File: config.mk
export PLATFORM = sky130hd
export DESIGN_NAME = fft_frame_streamer
export DESIGN_NICKNAME = d
export VERILOG_FILES = /design/src/rtl/fft_frame_streamer.sv
export SDC_FILE = /design/constraint.sdc
export NUM_CORES = 1
export LEC_CHECK = 0
export CORE_MARGIN = 4
export CORE_UTILIZATION = 45
export CTS_CLUSTER_SIZE = 20
export DETAILED_ROUTE_END_ITERATION = 6
export PLACE_DENSITY_LB_ADDON = 0.15
export SLEW_MARGIN = 15
export SYNTH_ARGS = -nofsm -noshare
export SYNTH_HDL_FRONTEND = slang
export SYNTH_SLANG_ARGS = --single-unit
File: constraint.sdc
create_clock -name clk -period 9.09 [get_ports clk]
set_clock_uncertainty 0.15 [all_clocks]
set_input_delay 0.909 -clock clk [delete_from_list [all_inputs] [get_ports clk]]
set_output_delay 0.909 -clock clk [all_outputs]
set_load 0.05 [all_outputs]
File: src/rtl/fft_frame_streamer.sv
// fft_frame_streamer: captures packed N-point complex FFT frames into a
// two-bank ping-pong buffer and re-serializes them as a one-sample-per-beat
// valid/ready stream. Frames offered while both banks are full are dropped
// and counted.
// Optional build macro FFT_STREAM_MAG_EN adds a sample_mag output carrying
// an alpha-max-beta-min magnitude estimate of each streamed sample.
module fft_frame_streamer #(
    parameter int unsigned DATA_WIDTH      = 16,
    parameter int unsigned FFT_POINTS      = 8,
    parameter int unsigned LOG2_FFT_POINTS = $clog2(FFT_POINTS),
    parameter int unsigned DROP_CNT_WIDTH  = 8
) (
    input  logic                           clk,
    input  logic                           rst_n,
    input  logic [DATA_WIDTH*FFT_POINTS-1:0] frame_real_in,
    input  logic [DATA_WIDTH*FFT_POINTS-1:0] frame_imag_in,
    input  logic                           frame_valid_in,
    output logic                           frame_ready,
    output logic [DATA_WIDTH-1:0]          sample_real,
    output logic [DATA_WIDTH-1:0]          sample_imag,
    output logic [LOG2_FFT_POINTS-1:0]     sample_index,
    output logic                           sample_last,
    output logic                           sample_valid,
    input  logic                           sample_ready,
`ifdef FFT_STREAM_MAG_EN
    output logic [DATA_WIDTH:0]            sample_mag,
`endif
    output logic                           busy,
    output logic [DROP_CNT_WIDTH-1:0]      drop_count
);

    localparam int unsigned FW = DATA_WIDTH * FFT_POINTS;
    localparam int unsigned MW = DATA_WIDTH + 1;
    localparam logic [LOG2_FFT_POINTS-1:0] LAST_IDX = LOG2_FFT_POINTS'(FFT_POINTS - 1);

    typedef enum logic {
        ST_IDLE,
        ST_STREAM
    } state_e;

    // Storage and state
    logic [FW-1:0]               bank_re_q [2];
    logic [FW-1:0]               bank_im_q [2];
    logic                        fv_q;
    logic [1:0]                  cnt_q, cnt_d;
    logic                        wr_bank_q, wr_bank_d;
    logic                        rd_bank_q, rd_bank_d;
    state_e                      state_q, state_d;
    logic [DATA_WIDTH-1:0]       real_q, real_d;
    logic [DATA_WIDTH-1:0]       imag_q, imag_d;
    logic [LOG2_FFT_POINTS-1:0]  idx_q, idx_d;
    logic                        last_q, last_d;
    logic                        valid_q, valid_d;
    logic                        frame_ready_q, frame_ready_d;
    logic                        busy_q, busy_d;
    logic [DROP_CNT_WIDTH-1:0]   drop_q, drop_d;

    // Decode helpers
    logic                        capture_c;
    logic                        cap_ok_c;
    logic                        accept_c;
    logic                        last_acc_c;
    logic                        load_first_c;
    logic                        load_c;
    logic [LOG2_FFT_POINTS-1:0]  load_idx_c;
    logic [31:0]                 shift_c;
    logic [FW-1:0]               src_re_c;
    logic [FW-1:0]               src_im_c;
    logic [FW-1:0]               sh_re_c;
    logic [FW-1:0]               sh_im_c;

`ifdef FFT_STREAM_MAG_EN
    logic [MW-1:0]               mag_q, mag_d;
    logic [MW-1:0]               abs_re_c, abs_im_c;

    // Absolute value in a one-bit-wider path so the most negative value is exact
    function automatic logic [MW-1:0] abs_w(input logic [DATA_WIDTH-1:0] v);
        logic [MW-1:0] s;
        s = {v[DATA_WIDTH-1], v};
        return s[MW-1] ? (~s + MW'(1)) : s;
    endfunction
`endif

    // Next-state computation for capture, bank bookkeeping and the stream FSM
    always_comb begin
        capture_c  = frame_valid_in & ~fv_q;
        cap_ok_c   = capture_c & (cnt_q != 2'd2);
        accept_c   = valid_q & sample_ready;
        last_acc_c = accept_c & last_q;

        cnt_d     = cnt_q + 2'(cap_ok_c) - 2'(last_acc_c);
        wr_bank_d = wr_bank_q ^ cap_ok_c;
        rd_bank_d = rd_bank_q ^ last_acc_c;

        drop_d = drop_q;
        if (capture_c && !cap_ok_c && (drop_q != '1)) begin
            drop_d = drop_q + DROP_CNT_WIDTH'(1);
        end

        // Index 0 of a bank is presented from idle, or back-to-back when the
        // other bank was already full as the current one finishes.
        load_first_c = ((state_q == ST_IDLE) && (cnt_q != 2'd0)) ||
                       (last_acc_c && (cnt_q == 2'd2));
        load_c       = load_first_c | (accept_c & ~last_q);
        load_idx_c   = load_first_c ? '0 : (idx_q + LOG2_FFT_POINTS'(1));

        // rd_bank_d already points at the bank that is read after this edge
        src_re_c = bank_re_q[rd_bank_d];
        src_im_c = bank_im_q[rd_bank_d];
        shift_c  = 32'(load_idx_c) * DATA_WIDTH;
        sh_re_c  = src_re_c >> shift_c;
        sh_im_c  = src_im_c >> shift_c;

        state_d = state_q;
        real_d  = real_q;
        imag_d  = imag_q;
        idx_d   = idx_q;
        last_d  = last_q;
        if (load_c) begin
            state_d = ST_STREAM;
            real_d  = sh_re_c[DATA_WIDTH-1:0];
            imag_d  = sh_im_c[DATA_WIDTH-1:0];
            idx_d   = load_idx_c;
            last_d  = (load_idx_c == LAST_IDX);
        end else if (last_acc_c) begin
            state_d = ST_IDLE;
        end

`ifdef FFT_STREAM_MAG_EN
        abs_re_c = abs_w(sh_re_c[DATA_WIDTH-1:0]);
        abs_im_c = abs_w(sh_im_c[DATA_WIDTH-1:0]);
        mag_d    = mag_q;
        if (load_c) begin
            if (abs_re_c >= abs_im_c) begin
                mag_d = abs_re_c + (abs_im_c >> 1);
            end else begin
                mag_d = abs_im_c + (abs_re_c >> 1);
            end
        end
`endif

        valid_d       = (state_d == ST_STREAM);
        frame_ready_d = (cnt_d != 2'd2);
        busy_d        = (cnt_d != 2'd0) | valid_d;
    end

    // Control and output registers
    always_ff @(posedge clk or negedge rst_n) begin
        if (!rst_n) begin
            fv_q          <= 1'b0;
            cnt_q         <= 2'd0;
            wr_bank_q     <= 1'b0;
            rd_bank_q     <= 1'b0;
            state_q       <= ST_IDLE;
            real_q        <= '0;
            imag_q        <= '0;
            idx_q         <= '0;
            last_q        <= 1'b0;
            valid_q       <= 1'b0;
            frame_ready_q <= 1'b1;
            busy_q        <= 1'b0;
            drop_q        <= '0;
        end else begin
            fv_q          <= frame_valid_in;
            cnt_q         <= cnt_d;
            wr_bank_q     <= wr_bank_d;
            rd_bank_q     <= rd_bank_d;
            state_q       <= state_d;
            real_q        <= real_d;
            imag_q        <= imag_d;
            idx_q         <= idx_d;
            last_q        <= last_d;
            valid_q       <= valid_d;
            frame_ready_q <= frame_ready_d;
            busy_q        <= busy_d;
            drop_q        <= drop_d;
        end
    end

    // Frame storage; contents are qualified by cnt_q so no reset is needed
    always_ff @(posedge clk) begin
        if (cap_ok_c) begin
            bank_re_q[wr_bank_q] <= frame_real_in;
            bank_im_q[wr_bank_q] <= frame_imag_in;
        end
    end

`ifdef FFT_STREAM_MAG_EN
    // Magnitude estimate registered alongside the sample payload
    always_ff @(posedge clk or negedge rst_n) begin
        if (!rst_n) begin
            mag_q <= '0;
        end else begin
            mag_q <= mag_d;
        end
    end

    assign sample_mag = mag_q;
`endif

    assign frame_ready  = frame_ready_q;
    assign sample_real  = real_q;
    assign sample_imag  = imag_q;
    assign sample_index = idx_q;
    assign sample_last  = last_q;
    assign sample_valid = valid_q;
    assign busy         = busy_q;
    assign drop_count   = drop_q;

endmodule

==> metrics <==
Commonest cells post-synth=edfxtp_1 (512), nand2_1 (236), nand3_1 (97), mux2i_1 (96), nor2_1 (74); share of cells above drive strength 1=9.12%; syn avg cell area=16.1 um2; CTS tree=done; Root Buffer=clkbuf_16; crit path kind=in2reg; Synthesized Nets=1619; antenna violations before repair=8; initial DRC count=1080; max_cap viols=0; top-count cell post-synth=edfxtp_1; max-slew violation count=0; Yosys cell types=40; RSZ-0062 raised after global routing=false; VDD IR max=315 uV; post-layout utilization of the core=57.2%; run status=complete, no violations; hold slack=272 ps; area of the multi-input gates=4700 um2; nets=1927; Remaining Overflow, GRT=0; area grow syn2layout=25.4%; post_cts resized=0; chip width=228 um; DRC=0; Post-Route WL=54700 um; DP HPWL=33900 um; Syn Inst Count=1353; Synth area leader=edfxtp_1; RR Startpoint=sample_valid$_DFF_PN0_; worst-case clock buffer depth=3; top cells by area, synth=edfxtp_1 (71%), dfrtp_1 (5.9%), mux2i_1 (4.4%); Vert. Die Dim=228 um; GR Util All Layers=20.5%; WL/cell=23.5 um; sequential cell area=16700 um2; Synth async-reset ratio=9.22%; Hold WC Path Type=in2async; row cnt=80; first-pass GRT wire length=80500 um; CP max FO=116; die area=52000 um2; Rel. slew slack=25.6%; num ports=307; # setup viols final=0; worst skew pair latency=600 ps; Crit path required time=9380 ps; Core ar.=47700 um2; Peak Freq=0.257 GHz; Filler cells=3729; CTS Buf Count=57; vias in the first global route=12900; Fin. Hold Viols=0; Tmin final=3890 ps; Port Buffers=306; sum of negative setup slack=0 ps; Worst EP arrival=4180 ps; Pleak=0.00955 uW; Post-CTS Repair Setup Buffers=0; share of the synthesized area in the top cell type=70.6%; htree depth=2; register-to-register setup slack=5600 ps; largest net degree at the start of global routing=119; drt first pass iters=5; Final Cell Area=27300 um2; CTS Sinks=564; YS warnings=0; sequential share of the synthesized area=76.6%; prevailing post-synth register cell=edfxtp_1; period utilization=42.8%; gp weighted congestion=0.823; Starting Density=45.6%; Via Count=12700; R2R cell count=8; Worst setup SP type=primary input; placed instance area=25400 um2; Yosys reg bits=564; synthesized area=21800 um2; vias per cell=5.45; clock slew at reported path FFs=60 ps; ANT nets after route=0; Post-synth EDFFs=512; Pwr Density=334 nW/um2; count of hold-fix buffers inserted at cts=0; Worst-Margin Slew=1110 ps; Critical Path End Type=flop; RR Endpoint=sample_real[6]$_DFFE_PN0P_
-- flip-flops by register name, summed over array words and instances, names as in the netlist, 2 cells and up --
| register | flops |
|---|---|
| cnt_q | 2 |
| sample_imag | 16 |
| bank_re_q | 256 |
| sample_index | 3 |
| sample_real | 16 |
| bank_im_q | 256 |
| drop_count | 8 |
-- layout by cell type (no fill, tap or decap), types with 6 or more instances in the layout --
cell type and instances:
clkbuf_8 11, a31oi_1 32, mux2i_1 96, edfxtp_1 512
o21ai_1 6, o2111ai_1 32, nand3_1 97, nor2_1 72
o21ai_0 27, clkbuf_1 15, clkdlybuf4s50_1 305, nand2_1 235
inv_1 6, xnor2_1 8, clkinv_2 15, mux4_2 29
diode_2 7, clkbuf_16 59, buf_4 15, dfrtp_1 51
o211ai_1 29
-- routing by layer --
layer,vias up,part of all wire (%),GRT usage [%]
met1,6455,43,28.3
li1,5776,-,-
met5,-,0.049,0
met3,85,6.6,4.49
met2,390,48,32.8
met4,4,2.2,6.47
-- report_power, final --
| group | internal [uW] | switching (uW) |
|---|---|---|
| Clock | 1360 | 945 |
| Sequential | 3280 | 166 |
| Combinational | 1090 | 2280 |
| Total | 5730 | 3390 |
-- critical path: stages --
cell             delay [ps]
clkdlybuf4s50_1         600
nand3_2                 150
inv_4                   110
xnor2_4                 140
buf_12                  450
buf_12                  580
mux4_1                  640
o211ai_1                170
nand3_1                 110
-- metrics by stage --
| step | instances | total power, uW | setup slack (ps) |
|---|---|---|---|
| 3_5_place_dp | 2217 | 6920 | 4640 |
| 4_1_cts | 2325 | 9250 | 5280 |
| 3_3_place_gp | 2217 | 6870 | 4690 |
| 5_1_grt | 2331 | 9580 | 5000 |
| 6_report | 2332 | 9120 | 5200 |
| 2_1_floorplan | 1353 | 5810 | 1190 |
-- how the worst max path moves through the flow --
stage	startpoint	endpoint	slack (ps)	depth (start not counted)
final	sample_ready	sample_real[6]$_DFFE_PN0P_	5200	9
after global routing	sample_ready	sample_real[6]$_DFFE_PN0P_	5000	9
after CTS	sample_ready	sample_real[6]$_DFFE_PN0P_	5280	9
after detailed placement	sample_ready	sample_real[6]$_DFFE_PN0P_	4640	9
after global placement	sample_ready	sample_real[6]$_DFFE_PN0P_	4690	9
after floorplan	frame_valid_in	bank_im_q[1][0]$_DFFE_PP_	1190	4
-- cells by family (layout without fill, tap and decap cells) --
group / count (synthesis) / count (layout) / share of synthesized area [%]
multiplexers: 128 / 128 / 7.77
adder cells (fa/ha/maj): 6 / 6 / 0.345
buffers and inverters: 83 / 440 / 2.26
AO/OA/AOI/OAI: 138 / 138 / 4.41
flip-flops: 564 / 564 / 76.6
other: 0 / 7 / 0
XOR/XNOR: 13 / 13 / 0.609
AND/OR/NAND/NOR: 421 / 421 / 8.01
-- layout make-up --
type | instances | share of cell area, %
clock inverters | 23 | 0.692
diodes | 7 | 0.0642
multi-input cells | 706 | 17.2
flip-flops and latches | 564 | 61.1
well taps | 615 | 2.82
clock buffers | 85 | 6.17
inverters | 9 | 0.142
repair buffers | 323 | 11.8
No activity file was read; power rests on OpenSTA's default activity.
